**src/rtl/booth_multiplier_pkg.sv**
```systemverilog
// Shared types and constants for the radix-4 Booth multiplier.
// State encoding and Booth digit layout.
package booth_multiplier_pkg;

  localparam int MULT_WIDTH = 32;
  localparam int MULT_ITERS = MULT_WIDTH / 2;

  typedef enum logic [1:0] {
    IDLE = 2'd0,
    RUN  = 2'd1,
    DONE = 2'd2
  } state_t;

  typedef struct packed {
    logic neg;
    logic two;
    logic one;
  } digit_t;

endpackage

```
**src/rtl/booth_multiplier_if.sv**
```systemverilog
// Start/operand/result bundle of the multiplier.
// The master starts operations; the slave returns results.
interface booth_multiplier_if
  import booth_multiplier_pkg::*;
#(
  parameter int WIDTH = MULT_WIDTH
);

  logic             ctrl_MULT;
  logic [WIDTH-1:0] data_operandA;
  logic [WIDTH-1:0] data_operandB;
  logic [WIDTH-1:0] data_result;
  logic             data_exception;
  logic             data_resultRDY;

  modport master (
    output ctrl_MULT,
    output data_operandA,
    output data_operandB,
    input  data_result,
    input  data_exception,
    input  data_resultRDY
  );

  modport slave (
    input  ctrl_MULT,
    input  data_operandA,
    input  data_operandB,
    output data_result,
    output data_exception,
    output data_resultRDY
  );

endinterface

```
**src/rtl/booth_recode.sv**
```systemverilog
// Radix-4 Booth recoder: window -> digit and addend.
// Addend is WIDTH+2 bits so that -2 * most-negative fits.
module booth_recode
  import booth_multiplier_pkg::*;
#(
  parameter int WIDTH = MULT_WIDTH
) (
  input  logic [WIDTH-1:0] a,
  input  logic [2:0]       win,
  output digit_t           digit,
  output logic [WIDTH+1:0] addend
);

  logic [WIDTH+1:0] ax;
  logic [WIDTH+1:0] mag;

  assign ax = {{2{a[WIDTH-1]}}, a};

  // Decode the three-bit window into a signed digit.
  always_comb begin
    digit = '{neg: 1'b0, two: 1'b0, one: 1'b0};
    unique case (1'b1)
      (win == 3'b001),
      (win == 3'b010):
        digit = '{neg: 1'b0, two: 1'b0, one: 1'b1};
      (win == 3'b011):
        digit = '{neg: 1'b0, two: 1'b1, one: 1'b0};
      (win == 3'b100):
        digit = '{neg: 1'b1, two: 1'b1, one: 1'b0};
      (win == 3'b101),
      (win == 3'b110):
        digit = '{neg: 1'b1, two: 1'b0, one: 1'b1};
      default:
        digit = '{neg: 1'b0, two: 1'b0, one: 1'b0};
    endcase
  end

  // Select magnitude, then negate for negative digits.
  always_comb begin
    mag = '0;
    if (digit.two)
      mag = ax << 1;
    else if (digit.one)
      mag = ax;
    addend = digit.neg ? -mag : mag;
  end

endmodule

```
**src/rtl/booth_multiplier.sv**
```systemverilog
// Sequential signed radix-4 Booth multiplier.
// Fixed 17-edge latency from start to result-ready pulse.
module booth_multiplier
  import booth_multiplier_pkg::*;
#(
  parameter int WIDTH = MULT_WIDTH
) (
  input  logic clock,
  input  logic reset,
  booth_multiplier_if.slave bus
);

  localparam int ITERS = WIDTH / 2;
  localparam int CW    = $clog2(ITERS + 1);
  localparam logic [CW-1:0] LAST = CW'(ITERS - 1);

  state_t           state;
  state_t           state_nx;
  logic [CW-1:0]    cnt;
  logic [WIDTH-1:0] areg;
  logic [WIDTH+1:0] acc;
  logic [WIDTH:0]   mreg;
  logic [WIDTH-1:0] res;
  logic             exc;
  logic             rdy;

  digit_t             digit;
  logic [WIDTH+1:0]   addend;
  logic [WIDTH+1:0]   sum;
  logic [WIDTH+1:0]   acc_nx;
  logic [WIDTH:0]     mreg_nx;
  logic [2*WIDTH-1:0] prod;
  logic [WIDTH:0]     hi;

  booth_recode #(
    .WIDTH (WIDTH)
  ) u_recode (
    .a      (areg),
    .win    (mreg[2:0]),
    .digit  (digit),
    .addend (addend)
  );

  assign sum     = acc + addend;
  assign acc_nx  = {{2{sum[WIDTH+1]}}, sum[WIDTH+1:2]};
  assign mreg_nx = {sum[1:0], mreg[WIDTH:2]};
  assign prod    = {acc[WIDTH-1:0], mreg[WIDTH:1]};
  assign hi      = prod[2*WIDTH-1:WIDTH-1];

  assign bus.data_result    = res;
  assign bus.data_exception = exc;
  assign bus.data_resultRDY = rdy;

  // State register.
  always_ff @(posedge clock or negedge reset) begin
    if (!reset)
      state <= IDLE;
    else
      state <= state_nx;
  end

  // Next state: a start wins in every state.
  always_comb begin
    state_nx = state;
    if (bus.ctrl_MULT) begin
      state_nx = RUN;
    end else begin
      unique case (state)
        IDLE: state_nx = IDLE;
        RUN:  if (cnt == LAST) state_nx = DONE;
        DONE: state_nx = IDLE;
        default: state_nx = IDLE;
      endcase
    end
  end

  // Operand latch, Booth iterations and result capture.
  always_ff @(posedge clock or negedge reset) begin
    if (!reset) begin
      cnt  <= '0;
      areg <= '0;
      acc  <= '0;
      mreg <= '0;
      res  <= '0;
      exc  <= 1'b0;
      rdy  <= 1'b0;
    end else begin
      rdy <= 1'b0;
      if (bus.ctrl_MULT) begin
        areg <= bus.data_operandA;
        mreg <= {bus.data_operandB, 1'b0};
        acc  <= '0;
        cnt  <= '0;
      end else if (state == RUN) begin
        acc  <= acc_nx;
        mreg <= mreg_nx;
        cnt  <= cnt + CW'(1);
      end else if (state == DONE) begin
        res <= prod[WIDTH-1:0];
        exc <= ~((&hi) | ~(|hi));
        rdy <= 1'b1;
      end
    end
  end

endmodule

```
**src/flat_wrapper.sv**
```systemverilog
// flat-port wrapper written by rule: the top's interface ports become plain ports
module booth_multiplier_flat import booth_multiplier_pkg::*;
#(
  parameter int WIDTH = MULT_WIDTH
)
  (clock, reset, bus_ctrl_MULT, bus_data_operandA, bus_data_operandB, bus_data_result, bus_data_exception, bus_data_resultRDY);
  booth_multiplier_if #(.WIDTH(WIDTH)) bus_i ();
  input  logic clock;
  input  logic reset;
  input wire logic [$bits(bus_i.ctrl_MULT)-1:0] bus_ctrl_MULT;
  input wire logic [$bits(bus_i.data_operandA)-1:0] bus_data_operandA;
  input wire logic [$bits(bus_i.data_operandB)-1:0] bus_data_operandB;
  output wire logic [$bits(bus_i.data_result)-1:0] bus_data_result;
  output wire logic [$bits(bus_i.data_exception)-1:0] bus_data_exception;
  output wire logic [$bits(bus_i.data_resultRDY)-1:0] bus_data_resultRDY;
  assign bus_i.ctrl_MULT = bus_ctrl_MULT;
  assign bus_i.data_operandA = bus_data_operandA;
  assign bus_i.data_operandB = bus_data_operandB;
  assign bus_data_result = bus_i.data_result;
  assign bus_data_exception = bus_i.data_exception;
  assign bus_data_resultRDY = bus_i.data_resultRDY;
  booth_multiplier #(.WIDTH(WIDTH)) u_core (.clock(clock), .reset(reset), .bus(bus_i));
endmodule
```
**config.mk**
```make
export PLATFORM = sky130hd
export DESIGN_NAME = booth_multiplier_flat
export DESIGN_NICKNAME = d
export VERILOG_FILES = /design/src/rtl/booth_multiplier_pkg.sv /design/src/rtl/booth_multiplier_if.sv /design/src/rtl/booth_recode.sv /design/src/rtl/booth_multiplier.sv /design/src/flat_wrapper.sv
export SDC_FILE = /design/constraint.sdc
export NUM_CORES = 1
export LEC_CHECK = 0
export CAP_MARGIN = 20
export CORE_MARGIN = 5
export CORE_UTILIZATION = 50
export DETAILED_ROUTE_END_ITERATION = 10
export GPL_TIMING_DRIVEN = 0
export PLACE_DENSITY = 0.78
export REMOVE_ABC_BUFFERS = 1
export SETUP_SLACK_MARGIN = 0.05
export SLEW_MARGIN = 5
export SYNTH_ARGS = -nofsm -noshare
export SYNTH_HDL_FRONTEND = slang
export SYNTH_SLANG_ARGS = --single-unit
```
**constraint.sdc**
```tcl
create_clock -name clock -period 13.7 [get_ports clock]
set_clock_uncertainty 0.05 [all_clocks]
set_input_delay 1.37 -clock clock [delete_from_list [all_inputs] [get_ports clock]]
set_output_delay 1.37 -clock clock [all_outputs]
set_load 0.05 [all_outputs]
```
==> results of run 1 <==
==> through the flow <==
stage                     total power [uW]  utilization (%)  area [um2]  setup slack [ns]
after detailed placement              1220             57.3       10300              7.05
after global routing                  1790             60.6       10900              6.42
after CTS                             1670             60.5       10800              7.02
after global placement                1200             56.3       10100              3.31
final                                 1670             60.6       10900              6.82
after floorplan                       1040                -        8800              8.37
==> critical path, delay by kind of cell, from the launching register on <==
family / cells / cell delay [ns]
AO/OA/AOI/OAI: 10 / 2.39
XOR/XNOR: 2 / 0.39
flip-flops: 1 / 0.98
AND/OR/NAND/NOR: 6 / 1.52
adder cells (fa/ha/maj): 2 / 0.67
buffers and inverters: 2 / 0.79
==> state kept, by name, summed over array words and instances (netlist names) <==
register                   flops
u_core.bus.data_result        32
u_core.bus.data_exception      1
u_core.bus.data_resultRDY      1
u_core.acc                    32
u_core.cnt                     5
u_core.areg                   32
u_core.mreg                   33
u_core.state                   2
==> per-layer routing <==
metal	wire (um)	up-vias	track usage (%)
li1	-	3734	-
met1	9790	3677	30.3
met2	10500	326	35.7
met3	2070	53	6.45
met4	704	0	8.93
met5	0	-	0
==> report_power, final <==
group          internal, uW  leakage [uW]  switching [uW]
clock                   257      0.000265             186
sequential              467       0.00176            79.1
combinational           298       0.00258             383
==> cells in the mapped netlist (all sizes together) (4+ instances only) <==
cell | instances | area [um2]
mux2 | 62 | 702
clkbuf | 44 | 165
a31oi | 11 | 68.8
dfrtp | 138 | 3450
a21boi | 6 | 45.1
nor4 | 15 | 100
o21a | 6 | 45.0
ha | 36 | 450
o41ai | 5 | 62.6
nand2b | 6 | 37.5
o221ai | 5 | 43.8
o21ai | 86 | 430
xnor2 | 34 | 317
a22oi | 12 | 90.1
a22o | 4 | 35.0
nor2b | 5 | 31.3
inv | 14 | 52.6
mux2i | 34 | 340
nor3 | 14 | 75.1
nand2 | 121 | 454
nand3 | 17 | 85.1
nand4 | 15 | 109
a211oi | 20 | 160
a221oi | 16 | 140
a311oi | 4 | 52.6
nor2 | 57 | 214
buf | 14 | 80.1
a21o | 19 | 143
and3 | 5 | 31.3
xor2 | 34 | 298
nand3b | 8 | 60.1
a21oi | 73 | 365
==> layout by cell type (no fill, tap or decap), types with 14 or more instances in the layout <==
cell	Yosys	final
clkbuf_16	0	17
xnor2_1	33	33
a21oi_1	73	73
nand2_1	121	121
clkdlybuf4s50_1	0	98
inv_1	14	14
dfrtp_1	138	138
nand3_1	17	17
ha_1	36	36
a21o_1	19	19
o21ai_0	84	84
mux2i_1	34	34
a211oi_1	18	18
nor4_1	14	14
mux2_2	61	61
nand4_1	14	14
nor2_1	57	57
a221oi_1	16	16
xor2_1	34	33
==> area by class of cell <==
cell class	count	area share, %
clock buffer	21	4.15
timing repair buffer	109	10.8
tap	229	2.64
sequential	138	31.8
multi-input combinational	764	48.9
inverter	17	0.588
clock inverter	11	1.05
==> worst min path at each step <==
stage	from	to	slack (ns)	depth (start not counted)
floorplan	u_core.cnt[3]	u_core.cnt[3]	0.45	2
CTS	u_core.bus.data_result[6]	u_core.bus.data_result[6]	0.46	1
global route	u_core.bus.data_result[30]	u_core.bus.data_result[30]	0.48	1
detailed placement	u_core.bus.data_result[5]	u_core.bus.data_result[5]	0.44	1
global placement	u_core.bus.data_result[30]	u_core.bus.data_result[30]	0.44	1
finish	u_core.bus.data_result[27]	u_core.bus.data_result[27]	0.46	1
==> cells by family after synthesis <==
logic type	synth area share [%]
mux	11.5
simple gates	14.5
xor+xnor	6.79
buf+inv	3.42
flops	38.2
fa+ha+maj	5.20
compound gates	20.4
==> flow_summary.ini, run 1 <==
[critical_path]
worstPathArrival_ns = 7.17
end_kind = flip-flop
rr_startpoint = u_core.mreg[0]
cp.required_ns = 13.99
slowest_stage = dfrtp_1
start_kind = flip-flop
rr_endpoint = u_core.acc[32]
cp_cell_sequence = clkinv_1 > nand2_1 > o21ai_1 > buf_6 > a22oi_1 > ha_1 > o21a_1 > nand4_1 > nor4_2 > a21o_1 > o41ai_1 > xor2_1 > ha_1 > nand2_1 > nor3_1 > nand2_1 > a2111oi_0 > a311oi_1 > a311oi_1 > a21oi_1 > xor2_1 > a211oi_2
cpMostUsedCell = nand2_1
worstSetupStartpoint = u_core.mreg[0]
crit_fanout = 26
reg2reg_depth = 22
critPathKind = flip-flop to flip-flop
cp-endpoint = u_core.acc[32]
reg2reg_slack_ns = 6.82
cp_slowest_stage_delay_ns = 0.98

[layout]
area_growth_pct = 20.0
regArea_um2 = 3450
n_antenna_cell = 0
multi_input_area_um2 = 5310
nNetsFinal = 1151
fillCellCount = 1508
final_cells = 1289
drive_gt1_share_pct = 11.2

[sta]
hold_viol = 0
min_period_ns = 6.88
rsz0062_at_grt = false
maxSlewViolCount = 0
max_freq_ghz = 0.145
fin_crit_sh_pct = 50.3
finalSetupViolCount = 0
slew-limit-headroom_pct = 35.2
worstMarginPinSlew_ns = 0.972
finalSetupTns_ns = 0
whs_ns = 0.458

[global_routing]
grt_usage_pct = 22.9
antenna_found_initial = 0
grt_pass1_wl_um = 38500
overflow = 0
grt_max_degree = 88
grt_pass1_vias = 7713

[yosys]
synthesis.area_um2 = 9040
synth_edf_count = 0
synth_area_per_cell_um2 = 9.26
synth_cell_types = 67
synth_cells = 977
synth_seq_cells = 138
seq_area_frac_synth_pct = 38.2
ys.warnings.count = 0
synth_flop_cell = dfrtp_1
async_flop_share_pct = 100

[clocking]
cts_resized = 0
cts.clk_slew.worst_paths_ns = 0.06
worstSkewPairLatency_ns = 0.43
clockBufferDepth = 2
tritoncts = yes
clock-sinks = 138
cts_max_level = 4
hold_buffers = 0
clockRootBuffer = clkbuf_16
cts_buffers = 17
post_cts_buffers = 0

[min_path]
hp-class = flip-flop to flip-flop

[floorplanning]
dieArea_um2 = 20900
coreArea_um2 = 17900
fp-row-count = 49
initial_core_util_pct = 50.5
die_width_um = 144
dieHeight_um = 144
top_level_ports = 101

[detailed_routing]
vias = 7790
antenna_left = 0
wl_per_cell_um = 17.9
wl_um = 23000
firstDrtPassIters = 5
drt_iter0_drc = 629
drt-vias-per-instance = 6.04
post-route-drc-count = 0

[power_and_ir_drop]
leakagePower_uw = 0.00460
power_density_nw_per_um2 = 154
ir_worst_vdd_v = 0.000103

[status]
status = finished, final reports clean

[place]
place_inst = 1256
routabilityCongestion = 0.946
dp_hpwl_um = 16300
numPortBuffers = 100

[flow_run]
drv_cap = 0
(Power assumes the default switching activity.)
==> run 2: changes to the inputs <==
- PLACE_DENSITY: 0.78 -> 0.81
- clock period: 13.7 -> 6.1 ns (I/O delays scaled with it)
==> run 2 against run 1 <==
Final area increased by 0.62%. First-iteration DRC count increased by 8.1%. Clock power rose by 140%. Final cell count about the same. Maximum frequency is 22% higher. Power increased by 130%. Setup slack lost 6.3 ns. Critical endpoint unchanged. Routed wire length grew 0.57%. Sequential share of layout area fell by 0.12 points. Largest power group unchanged. Worst hold slack lost 0.33 ns.
==> flow_summary.ini, run 2 (synthesized netlist as in run 1, its figures left out) <==
[critical_path]
worstSetupStartpoint = u_core.mreg[2]
rr_startpoint = u_core.mreg[2]
rr_endpoint = u_core.acc[32]
end_kind = flip-flop
crit_fanout = 24
reg2reg_slack_ns = 0.48
worstPathArrival_ns = 5.86
start_kind = flip-flop
slowest_stage = dfrtp_2
cp.required_ns = 6.33
cp_cell_sequence = nor2b_4 > nand2_1 > o21ai_4 > a22oi_1 > ha_1 > o21a_1 > nand4_1 > nor2_1 > nand4b_1 > xnor2_1 > a22oi_1 > o21ai_0 > ha_1 > a21oi_1 > o21ai_0 > a221oi_1 > o21ai_0 > a311oi_2 > a311oi_1 > a21oi_1 > xor2_1 > a211oi_2
reg2reg_depth = 22
cpMostUsedCell = o21ai_0
critPathKind = flip-flop to flip-flop
cp_slowest_stage_delay_ns = 0.60

[floorplanning]
top_level_ports = 101
fp-row-count = 49
initial_core_util_pct = 50.5
coreArea_um2 = 17900
die_width_um = 144
dieArea_um2 = 20900
dieHeight_um = 144

[sta]
max_freq_ghz = 0.178
finalSetupViolCount = 0
hold_viol = 0
fin_crit_sh_pct = 92.2
maxSlewViolCount = 0
worstMarginPinSlew_ns = 0.943
worst_slack_ns = 0.478
finalSetupTns_ns = 0
rsz0062_at_grt = false
min_period_ns = 5.62
slew-limit-headroom_pct = 36.7

[layout]
mostFrequentLayoutCell = dfrtp_1
drive_gt1_share_pct = 12.2
final_cells = 1288
nNetsFinal = 1151
regMostFlops = u_core.mreg
layout_common_cells = 135 x dfrtp_1, 121 x nand2_1, 98 x clkdlybuf4s50_1
multi_input_area_um2 = 5350
fillCellCount = 1494
regArea_um2 = 3460
area_growth_pct = 20.7
n_antenna_cell = 0
largest_register_ff_count = 33

[detailed_routing]
vias = 7872
wl_per_cell_um = 18.0
post-route-drc-count = 0
drt_iter0_drc = 680
antenna_left = 0
firstDrtPassIters = 5
wl_um = 23200
drt-vias-per-instance = 6.11

[clocking]
cts.clk_slew.worst_paths_ns = 0.06
clockBufferDepth = 2
clockRootBuffer = clkbuf_16
cts_max_level = 4
worstSkewPairLatency_ns = 0.43
cts_buffers = 17
clock-sinks = 138
tritoncts = yes
hold_buffers = 0

[global_routing]
grt_usage_pct = 22.7
overflow = 0
grt_max_degree = 97
grt_pass1_vias = 7580
antenna_found_initial = 0
grt_pass1_wl_um = 38000

[place]
place_inst = 1255
pre_cts_ws_ns = -0.643
numPortBuffers = 100
dp_hpwl_um = 16400
routabilityCongestion = 0.946

[power_and_ir_drop]
ir_worst_vdd_v = 0.000266
power_density_nw_per_um2 = 350
leakagePower_uw = 0.00463

[flow_run]
drv_cap = 0

[status]
status = finished, final reports clean

[min_path]
hp-class = input pin to async pin
## run 2: layout make-up
type	count	share of cell area, %
multi-input cells	764	49.0
flip-flops and latches	138	31.7
repair buffers	109	10.6
clock buffers	18	4.02
well taps	229	2.62
clock inverters	13	1.43
inverters	17	0.619
## run 2: power breakdown
part	internal, uW	switching [uW]	total [uW]
sequential	1050	186	1230
clock	623	439	1060
combinational	667	863	1530
## run 2: layer usage
metal | track usage, % | up-vias | part of all wire, %
met5 | 0 | - | 0
met4 | 6.97 | 0 | 2.7
met3 | 7.97 | 57 | 9.5
met2 | 35.9 | 319 | 46
met1 | 29.5 | 3775 | 42
li1 | - | 3721 | -
## run 2: worst max-delay path: cells and delay by family, from the launching register on
kind | cells | cell delay [ns]
xor gates and xnor gates | 2 | 0.36
DFF | 1 | 0.60
AOI/OAI and AO/OA | 13 | 2.63
adders and majority gates | 2 | 0.69
and+or+nand+nor | 5 | 1.16
## run 2: how the worst max path moves through the flow
stage,end,slack (ns),cells after the start
floorplan,u_core.acc[32],0.77,22
global placement,u_core.bus.data_result[0],-3.51,3
detailed placement,u_core.acc[32],-0.64,21
CTS,u_core.acc[32],0.14,21
global route,u_core.acc[32],0.08,22
finish,u_core.acc[32],0.48,22
## run 2: metrics by stage
step	hold slack, ns	instance area (um2)	total power [uW]	utilization, %
finish	0.123	10900	3830	61.0
detailed placement	0.445	10300	2730	57.3
CTS	0.135	10900	3800	60.7
global placement	0.439	10100	2700	56.3
global route	0.163	10900	4090	61.0
floorplan	0.264	8800	2340	-
## run 2: repair_timing
item / CTS / global route
gates resized for setup: 6 / 8
hold endpoints to repair: 0 / 0
endpoints found under the setup margin: 15 / 10
pin swaps: 0 / 2
setup buffers: 0 / 2
